$ cat src/rtl/mul_trunc_pkg.sv
// Shared limits, counter widths and Baugh-Wooley helpers for the
// truncated signed multiplier pipeline.
package mul_trunc_pkg;

  localparam int WIDTH_MIN  = 4;
  localparam int WIDTH_MAX  = 16;
  localparam int STAGES_MIN = 1;
  localparam int STAGES_MAX = 4;
  localparam int CNT_W      = 32;
  localparam int SUM_W      = 32;

  function automatic bit cfg_ok(int w, int d, int s);
    return (w >= WIDTH_MIN) && (w <= WIDTH_MAX) &&
           (d >= 0) && (d <= w - 2) &&
           (s >= STAGES_MIN) && (s <= STAGES_MAX);
  endfunction

  // Folds the negative weights of the inverted sign row/column
  // into one constant: 2^w + 2^(2w-1), modulo 2^(2w).
  function automatic logic [31:0] bw_corr(int w);
    logic [31:0] c;
    c = '0;
    c[w] = 1'b1;
    c[2*w-1] = 1'b1;
    return c;
  endfunction

endpackage

$ cat src/rtl/mul_trunc_if.sv
// Operand/result handshake bundle for mul_trunc_pipe.
// master drives operands and out_ready; slave is the multiplier.
interface mul_trunc_if #(
  parameter int WIDTH = 8
) ();

  logic                      in_valid;
  logic                      in_ready;
  logic signed [WIDTH-1:0]   A;
  logic signed [WIDTH-1:0]   B;
  logic                      exact;
  logic                      out_valid;
  logic                      out_ready;
  logic signed [2*WIDTH-1:0] O;

  modport master (
    output in_valid,
    output A,
    output B,
    output exact,
    output out_ready,
    input  in_ready,
    input  out_valid,
    input  O
  );

  modport slave (
    input  in_valid,
    input  A,
    input  B,
    input  exact,
    input  out_ready,
    output in_ready,
    output out_valid,
    output O
  );

endinterface

$ cat src/rtl/mul_trunc_array.sv
// Combinational Baugh-Wooley array; approximate mode clears the
// DROP low operand bits before partial products are formed.
module mul_trunc_array
  import mul_trunc_pkg::*;
#(
  parameter int WIDTH = 8,
  parameter int DROP  = 2
) (
  input  logic [WIDTH-1:0]   a_i,
  input  logic [WIDTH-1:0]   b_i,
  input  logic               exact_i,
  output logic [2*WIDTH-1:0] p_o
);

  localparam int P = 2 * WIDTH;
  localparam logic [31:0] CORR32 = bw_corr(WIDTH);
  localparam logic [P-1:0] CORR = CORR32[P-1:0];
  localparam logic [WIDTH-1:0] KEEP = {WIDTH{1'b1}} << DROP;

  logic [WIDTH-1:0] am;
  logic [WIDTH-1:0] bm;
  logic [P-1:0]     row [WIDTH];

  always_comb begin
    am = exact_i ? a_i : (a_i & KEEP);
    bm = exact_i ? b_i : (b_i & KEEP);
  end

  // Terms mixing one sign bit with one magnitude bit are inverted.
  always_comb begin : pp_gen
    for (int r = 0; r < WIDTH; r++) begin
      row[r] = '0;
      for (int i = 0; i < WIDTH; i++) begin
        if ((i == WIDTH - 1) != (r == WIDTH - 1))
          row[r][i+r] = ~(am[i] & bm[r]);
        else
          row[r][i+r] = am[i] & bm[r];
      end
    end
  end

  always_comb begin : reduce
    logic [P-1:0] acc;
    logic         c;
    logic         t;
    logic         s;
    acc = CORR;
    c   = 1'b0;
    t   = 1'b0;
    s   = 1'b0;
    for (int r = 0; r < WIDTH; r++) begin
      c = 1'b0;
      for (int k = 0; k < P; k++) begin
        t      = acc[k] ^ row[r][k];
        s      = t ^ c;
        c      = (acc[k] & row[r][k]) | (c & t);
        acc[k] = s;
      end
    end
    p_o = acc;
  end

endmodule

$ cat src/rtl/mul_trunc_pipe.sv
// Pipelined exact/truncated signed multiplier with global stall.
// Define MUL_TRUNC_ERR_STATS_EN to add approximation error counters.
module mul_trunc_pipe
  import mul_trunc_pkg::*;
#(
  parameter int WIDTH  = 8,
  parameter int DROP   = 2,
  parameter int STAGES = 2
) (
  input  logic               clk,
  input  logic               rst,
  mul_trunc_if.slave         bus
`ifdef MUL_TRUNC_ERR_STATS_EN
  ,
  input  logic               stats_clr,
  output logic [CNT_W-1:0]   err_cnt,
  output logic [SUM_W-1:0]   err_sum,
  output logic [2*WIDTH-1:0] err_max
`endif
);

  localparam int P = 2 * WIDTH;

  logic              en;
  logic [P-1:0]      prod_c;
  logic [STAGES-1:0] vld_q;
  logic [STAGES-1:0] vld_d;
  logic [P-1:0]      prod_q [STAGES];
  logic [P-1:0]      prod_d [STAGES];

  mul_trunc_array #(
    .WIDTH (WIDTH),
    .DROP  (DROP)
  ) u_array (
    .a_i     (bus.A),
    .b_i     (bus.B),
    .exact_i (bus.exact),
    .p_o     (prod_c)
  );

  assign en           = bus.out_ready || !vld_q[STAGES-1];
  assign bus.in_ready = en;
  assign bus.out_valid = vld_q[STAGES-1];
  assign bus.O        = prod_q[STAGES-1];

  always_comb begin
    vld_d  = vld_q;
    prod_d = prod_q;
    if (en) begin
      vld_d[0]  = bus.in_valid;
      prod_d[0] = prod_c;
      for (int s = 1; s < STAGES; s++) begin
        vld_d[s]  = vld_q[s-1];
        prod_d[s] = prod_q[s-1];
      end
    end
  end

  always_ff @(posedge clk) begin
    if (rst) begin
      vld_q <= '0;
      for (int s = 0; s < STAGES; s++)
        prod_q[s] <= '0;
    end else begin
      vld_q  <= vld_d;
      prod_q <= prod_d;
    end
  end

`ifdef MUL_TRUNC_ERR_STATS_EN
  logic [STAGES-1:0] ex_q;
  logic [STAGES-1:0] ex_d;
  logic [P-1:0]      err_q [STAGES];
  logic [P-1:0]      err_d [STAGES];
  logic signed [P:0] full_c;
  logic signed [P:0] diff_c;
  logic [P-1:0]      err_c;
  logic [P-1:0]      err_out;
  logic              fire;
  logic [CNT_W-1:0]  cnt_q;
  logic [CNT_W-1:0]  cnt_d;
  logic [SUM_W-1:0]  sum_q;
  logic [SUM_W-1:0]  sum_d;
  logic [SUM_W:0]    sum_x;
  logic [P-1:0]      max_q;
  logic [P-1:0]      max_d;

  // Error is carried alongside the result so it is ready at the output.
  always_comb begin
    full_c = (P+1)'($signed(bus.A)) * (P+1)'($signed(bus.B));
    diff_c = full_c - $signed({prod_c[P-1], prod_c});
    err_c  = diff_c[P] ? P'(-diff_c) : P'(diff_c);
  end

  always_comb begin
    ex_d  = ex_q;
    err_d = err_q;
    if (en) begin
      ex_d[0]  = bus.exact;
      err_d[0] = err_c;
      for (int s = 1; s < STAGES; s++) begin
        ex_d[s]  = ex_q[s-1];
        err_d[s] = err_q[s-1];
      end
    end
  end

  assign err_out = err_q[STAGES-1];
  assign fire    = vld_q[STAGES-1] && bus.out_ready &&
                   !ex_q[STAGES-1];

  always_comb begin
    cnt_d = cnt_q;
    sum_d = sum_q;
    max_d = max_q;
    sum_x = {1'b0, sum_q} + (SUM_W+1)'(err_out);
    if (stats_clr) begin
      cnt_d = '0;
      sum_d = '0;
      max_d = '0;
    end else if (fire) begin
      cnt_d = cnt_q + CNT_W'(1);
      sum_d = sum_x[SUM_W] ? '1 : sum_x[SUM_W-1:0];
      if (err_out > max_q)
        max_d = err_out;
    end
  end

  always_ff @(posedge clk) begin
    if (rst) begin
      ex_q  <= '0;
      cnt_q <= '0;
      sum_q <= '0;
      max_q <= '0;
      for (int s = 0; s < STAGES; s++)
        err_q[s] <= '0;
    end else begin
      ex_q  <= ex_d;
      err_q <= err_d;
      cnt_q <= cnt_d;
      sum_q <= sum_d;
      max_q <= max_d;
    end
  end

  assign err_cnt = cnt_q;
  assign err_sum = sum_q;
  assign err_max = max_q;
`endif

endmodule
$ cat src/flat_wrapper.sv
// flat-port wrapper written by rule: the top's interface ports become plain ports
module mul_trunc_pipe_flat import mul_trunc_pkg::*;
#(
  parameter int WIDTH  = 8,
  parameter int DROP   = 2,
  parameter int STAGES = 2
)
  (clk, rst, bus_in_valid, bus_A, bus_B, bus_exact, bus_out_ready, bus_in_ready, bus_out_valid, bus_O);
  mul_trunc_if #(.WIDTH(WIDTH)) bus_i ();
  input  logic clk;
  input  logic rst;
  input wire logic [$bits(bus_i.in_valid)-1:0] bus_in_valid;
  input wire logic [$bits(bus_i.A)-1:0] bus_A;
  input wire logic [$bits(bus_i.B)-1:0] bus_B;
  input wire logic [$bits(bus_i.exact)-1:0] bus_exact;
  input wire logic [$bits(bus_i.out_ready)-1:0] bus_out_ready;
  output wire logic [$bits(bus_i.in_ready)-1:0] bus_in_ready;
  output wire logic [$bits(bus_i.out_valid)-1:0] bus_out_valid;
  output wire logic [$bits(bus_i.O)-1:0] bus_O;
  assign bus_i.in_valid = bus_in_valid;
  assign bus_i.A = bus_A;
  assign bus_i.B = bus_B;
  assign bus_i.exact = bus_exact;
  assign bus_i.out_ready = bus_out_ready;
  assign bus_in_ready = bus_i.in_ready;
  assign bus_out_valid = bus_i.out_valid;
  assign bus_O = bus_i.O;
  mul_trunc_pipe #(.WIDTH(WIDTH), .DROP(DROP), .STAGES(STAGES)) u_core (.clk(clk), .rst(rst), .bus(bus_i));
endmodule
$ cat config.mk
export PLATFORM = sky130hd
export DESIGN_NAME = mul_trunc_pipe_flat
export DESIGN_NICKNAME = d
export VERILOG_FILES = /design/src/rtl/mul_trunc_pkg.sv /design/src/rtl/mul_trunc_if.sv /design/src/rtl/mul_trunc_array.sv /design/src/rtl/mul_trunc_pipe.sv /design/src/flat_wrapper.sv
export SDC_FILE = /design/constraint.sdc
export NUM_CORES = 1
export LEC_CHECK = 0
export BUFFER_PORTS_ARGS = -buffer_cell sky130_fd_sc_hd__buf_2
export CORE_ASPECT_RATIO = 0.75
export CORE_MARGIN = 5
export CORE_UTILIZATION = 35
export CTS_CLUSTER_SIZE = 14
export DETAILED_ROUTE_END_ITERATION = 6
export PLACE_DENSITY_LB_ADDON = 0.05
export SLEW_MARGIN = 20
export SYNTH_ARGS = -nofsm -noshare
export SYNTH_HDL_FRONTEND = slang
export SYNTH_SLANG_ARGS = --single-unit
$ cat constraint.sdc
create_clock -name clk -period 33.7 [get_ports clk]
set_input_delay 6.74 -clock clk [delete_from_list [all_inputs] [get_ports clk]]
set_output_delay 6.74 -clock clk [all_outputs]
set_load 0.03 [all_outputs]
==> key figures <==
Timing
  • Hold Violations, Final: 0
  • RSZ-0062 raised after global routing: no
  • Rel. slew slack: 0.435
  • Clock Skews: 2.40 ps
  • FMAX: 63.0 MHz
  • Slew @ Worst Pin: 846 ps
  • Fin crit period: 15870 ps
  • Sum Neg Setup Slack: 0 ps
  • Final Max Slew Viols: 0
  • Period utilization: 0.471
  • Setup Viol. Count Final: 0

Placement
  • RD Place Congestion: 0.703
  • Total placed instance area: 0.00296 sq mm
  • Port bufs: 38
  • Final HPWL DP: 4290 microns

Clock tree
  • H-tree depth: 2
  • Resized Gates After CTS: 0
  • CTS max path bufs: 2
  • TritonCTS clock tree: yes
  • Setup Fix Bufs, Post-CTS: 0
  • Root Driver: clkbuf_8
  • Sinks on Clock Net: 34
  • CTS Buf Count: 5
  • Reg clk slew, reported paths: 70 ps
  • Worst-Skew Late Latency: 280 ps
  • Hold_buf cts: 0

Floorplanning
  • Die area: 0.0101 sq mm
  • Die Ht: 88.1 microns
  • Core Rows: 28
  • Initial Utilization: 0.360
  • Chip width: 114 microns
  • # IOs: 39
  • Core area: 0.00792 sq mm

Pwr
  • Psw: 0.0795 mW
  • Sequential Power Share: 0.274
  • Comb power frac: 0.569
  • Design Power: 0.197 mW
  • Clock share of power: 0.157
  • Sw frac: 0.403
  • Leakage: 1.42 nW
  • Maximum vdd drop: 29.3 uV
  • Power Dens Cells: 64.8 mW/mm^2
  • Internal power: 0.118 mW

Yosys
  • Top FF cell, synth: dfxtp_1
  • Top post-synthesis cells by count: nand2_1 (74), fa_1 (48), dfxtp_1 (34)
  • Post-synth top area share: 0.337
  • Synth unique cells: 17
  • Post-synthesis cell area: 0.00285 sq mm
  • YS warnings: 0
  • Yosys reg bits: 34
  • Net Count, Synth: 385
  • Synth async-reset ratio: 0
  • Area contributors post-synth: fa_1 (34%), dfxtp_1 (24%), nand2_1 (9.7%), and2_1 (6.8%), a21oi_1 (5.6%)
  • Post-synthesis sequential area ratio: 0.239
  • Mapped Avg Cell Area: 9.25 sq um
  • Count leader, synth: nand2_1
  • EDFF count, synth: 0
  • Mapped Cells: 308
  • Synth area leader: fa_1

Setup path
  • CP endpoint: u_core.prod_q[30]$_SDFFE_PP0P_
  • Crit path max fanout: 23
  • Worst R2R Path Depth: 4
  • WP depth: 25
  • Most frequent CP cell: fa_1
  • Critical path origin: bus_exact
  • Critical path required time: 33900 ps
  • Largest delay share family, worst path: adder cells
  • Worst Path Buf+Inv: 3
  • Critical R2R Launch: u_core.vld_q[1]$_SDFFE_PP0P_
  • Critical Setup Path Class: in2reg
  • CP endpoint kind: register
  • CP Launch Type: input port
  • R2r setup slk: 32010 ps
  • Crit path largest cell delay: 490 ps
  • Reg-to-reg endpoint: u_core.prod_q[16]$_SDFFE_PP0P_
  • Arr. time, crit path: 16070 ps
  • Critical-path top delay cell: fa_1

Detailed routing
  • DR iter-0 viols: 56
  • Post-route antenna net violation count: 0
  • Vias per std cell: 4.61
  • DRT Pass-1 Iters: 4
  • Per-cell routed wire length: 12.4 microns
  • Post-route DRC: 0
  • Vias: 1973
  • Final wirelength: 5310 microns

Job
  • # Max-Cap Violations: 0

Finish
  • Fillers: 858
  • Antenna cells: 0
  • Final instance area: 0.00305 sq mm
  • Flip-flop and latch area: 681 sq um
  • Area Growth Syn to Fin: 6.94%
  • Fraction of layout cells with a size suffix above 1: 0.149
  • Multi-input combinational cell area: 0.00187 sq mm
  • Layout Nets: 399

Global route
  • Largest net degree at the start of global routing: 36
  • Antenna violations before repair: 0
  • Vias in the first global route: 2125
  • Total Routing Usage GR: 0.121
  • GR Overflow Total: 0
  • Global-route wire length before repair: 9850 microns

Run status
  • Status: finished clean

Min path
  • Hold crit path type: reg2reg
worst min-delay path: stages (launching register included):
cell,delay (ps)
dfxtp_1,310
nand2_1,50
a21oi_1,50
logic make-up (layout without fill, tap and decap cells):
group           count (synthesis)  count (layout)  share of synthesized area
simple gates                  132             132                      0.222
buf+inv                        53              68                      0.106
flops                          34              34                      0.239
fa+ha+maj                      56              56                      0.372
compound gates                 33              33                     0.0606
area by class of cell:
cell class	instances	share of cell area
multi-input combinational	221	0.612
inverter	22	0.0287
tap	105	0.0431
clock inverter	1	0.00164
sequential	34	0.223
timing repair buffer	38	0.0624
clock buffer	7	0.0283
routing by layer:
layer / routed length, microns / track usage / vias up
met2: 2400 / 0.198 / 30
met4: 30 / 0.0194 / 0
met5: 0 / 0 / -
met3: 206 / 0.0311 / 5
li1: - / - / 969
met1: 2680 / 0.166 / 969
sequential cells by signal (all words and copies together) (netlist names):
| signal | flops |
|---|---|
| u_core.vld_q | 2 |
| u_core.bus.O | 16 |
| u_core.prod_q | 16 |
worst min-delay path by stage:
stage | startpoint | end | slack [ps] | cells past startpoint
3_3_place_gp | u_core.bus.O[1]$_SDFFE_PP0P_ | u_core.bus.O[1]$_SDFFE_PP0P_ | 440 | 2
4_1_cts | u_core.bus.O[8]$_SDFFE_PP0P_ | u_core.bus.O[8]$_SDFFE_PP0P_ | 450 | 2
3_5_place_dp | u_core.bus.O[1]$_SDFFE_PP0P_ | u_core.bus.O[1]$_SDFFE_PP0P_ | 440 | 2
5_1_grt | u_core.prod_q[30]$_SDFFE_PP0P_ | u_core.bus.O[14]$_SDFFE_PP0P_ | 470 | 2
6_report | u_core.bus.O[1]$_SDFFE_PP0P_ | u_core.bus.O[1]$_SDFFE_PP0P_ | 450 | 2
2_1_floorplan | u_core.prod_q[17]$_SDFFE_PP0P_ | u_core.prod_q[17]$_SDFFE_PP0P_ | 430 | 2
through the flow:
stage | utilization | setup slack (ps) | cells | hold slack (ps)
2_1_floorplan | - | 17950 | 308 | 432
3_3_place_gp | 0.373 | 17480 | 420 | 438
3_5_place_dp | 0.373 | 17430 | 420 | 443
4_1_cts | 0.385 | 17710 | 428 | 451
5_1_grt | 0.385 | 17370 | 428 | 471
6_report | 0.385 | 17830 | 428 | 447
cells in the final DEF (no fill, tap or decap), drive strengths merged, types with 8 or more instances in the layout:
| cell | n |
|---|---|
| nand2 | 74 |
| and3 | 16 |
| a21oi | 32 |
| ha | 8 |
| fa | 48 |
| dfxtp | 34 |
| inv | 22 |
| buf | 38 |
| and2 | 31 |
power by group through the flow:
stage	registers (mW)	logic [mW]	clock network [mW]
after detailed placement	0.0550	0.119	0
after global routing	0.0551	0.141	0.0344
after floorplan	0.0543	0.0980	0
after CTS	0.0541	0.119	0.0326
final	0.0540	0.112	0.0310
after global placement	0.0550	0.119	0
Power figures use the tool's default switching activity.
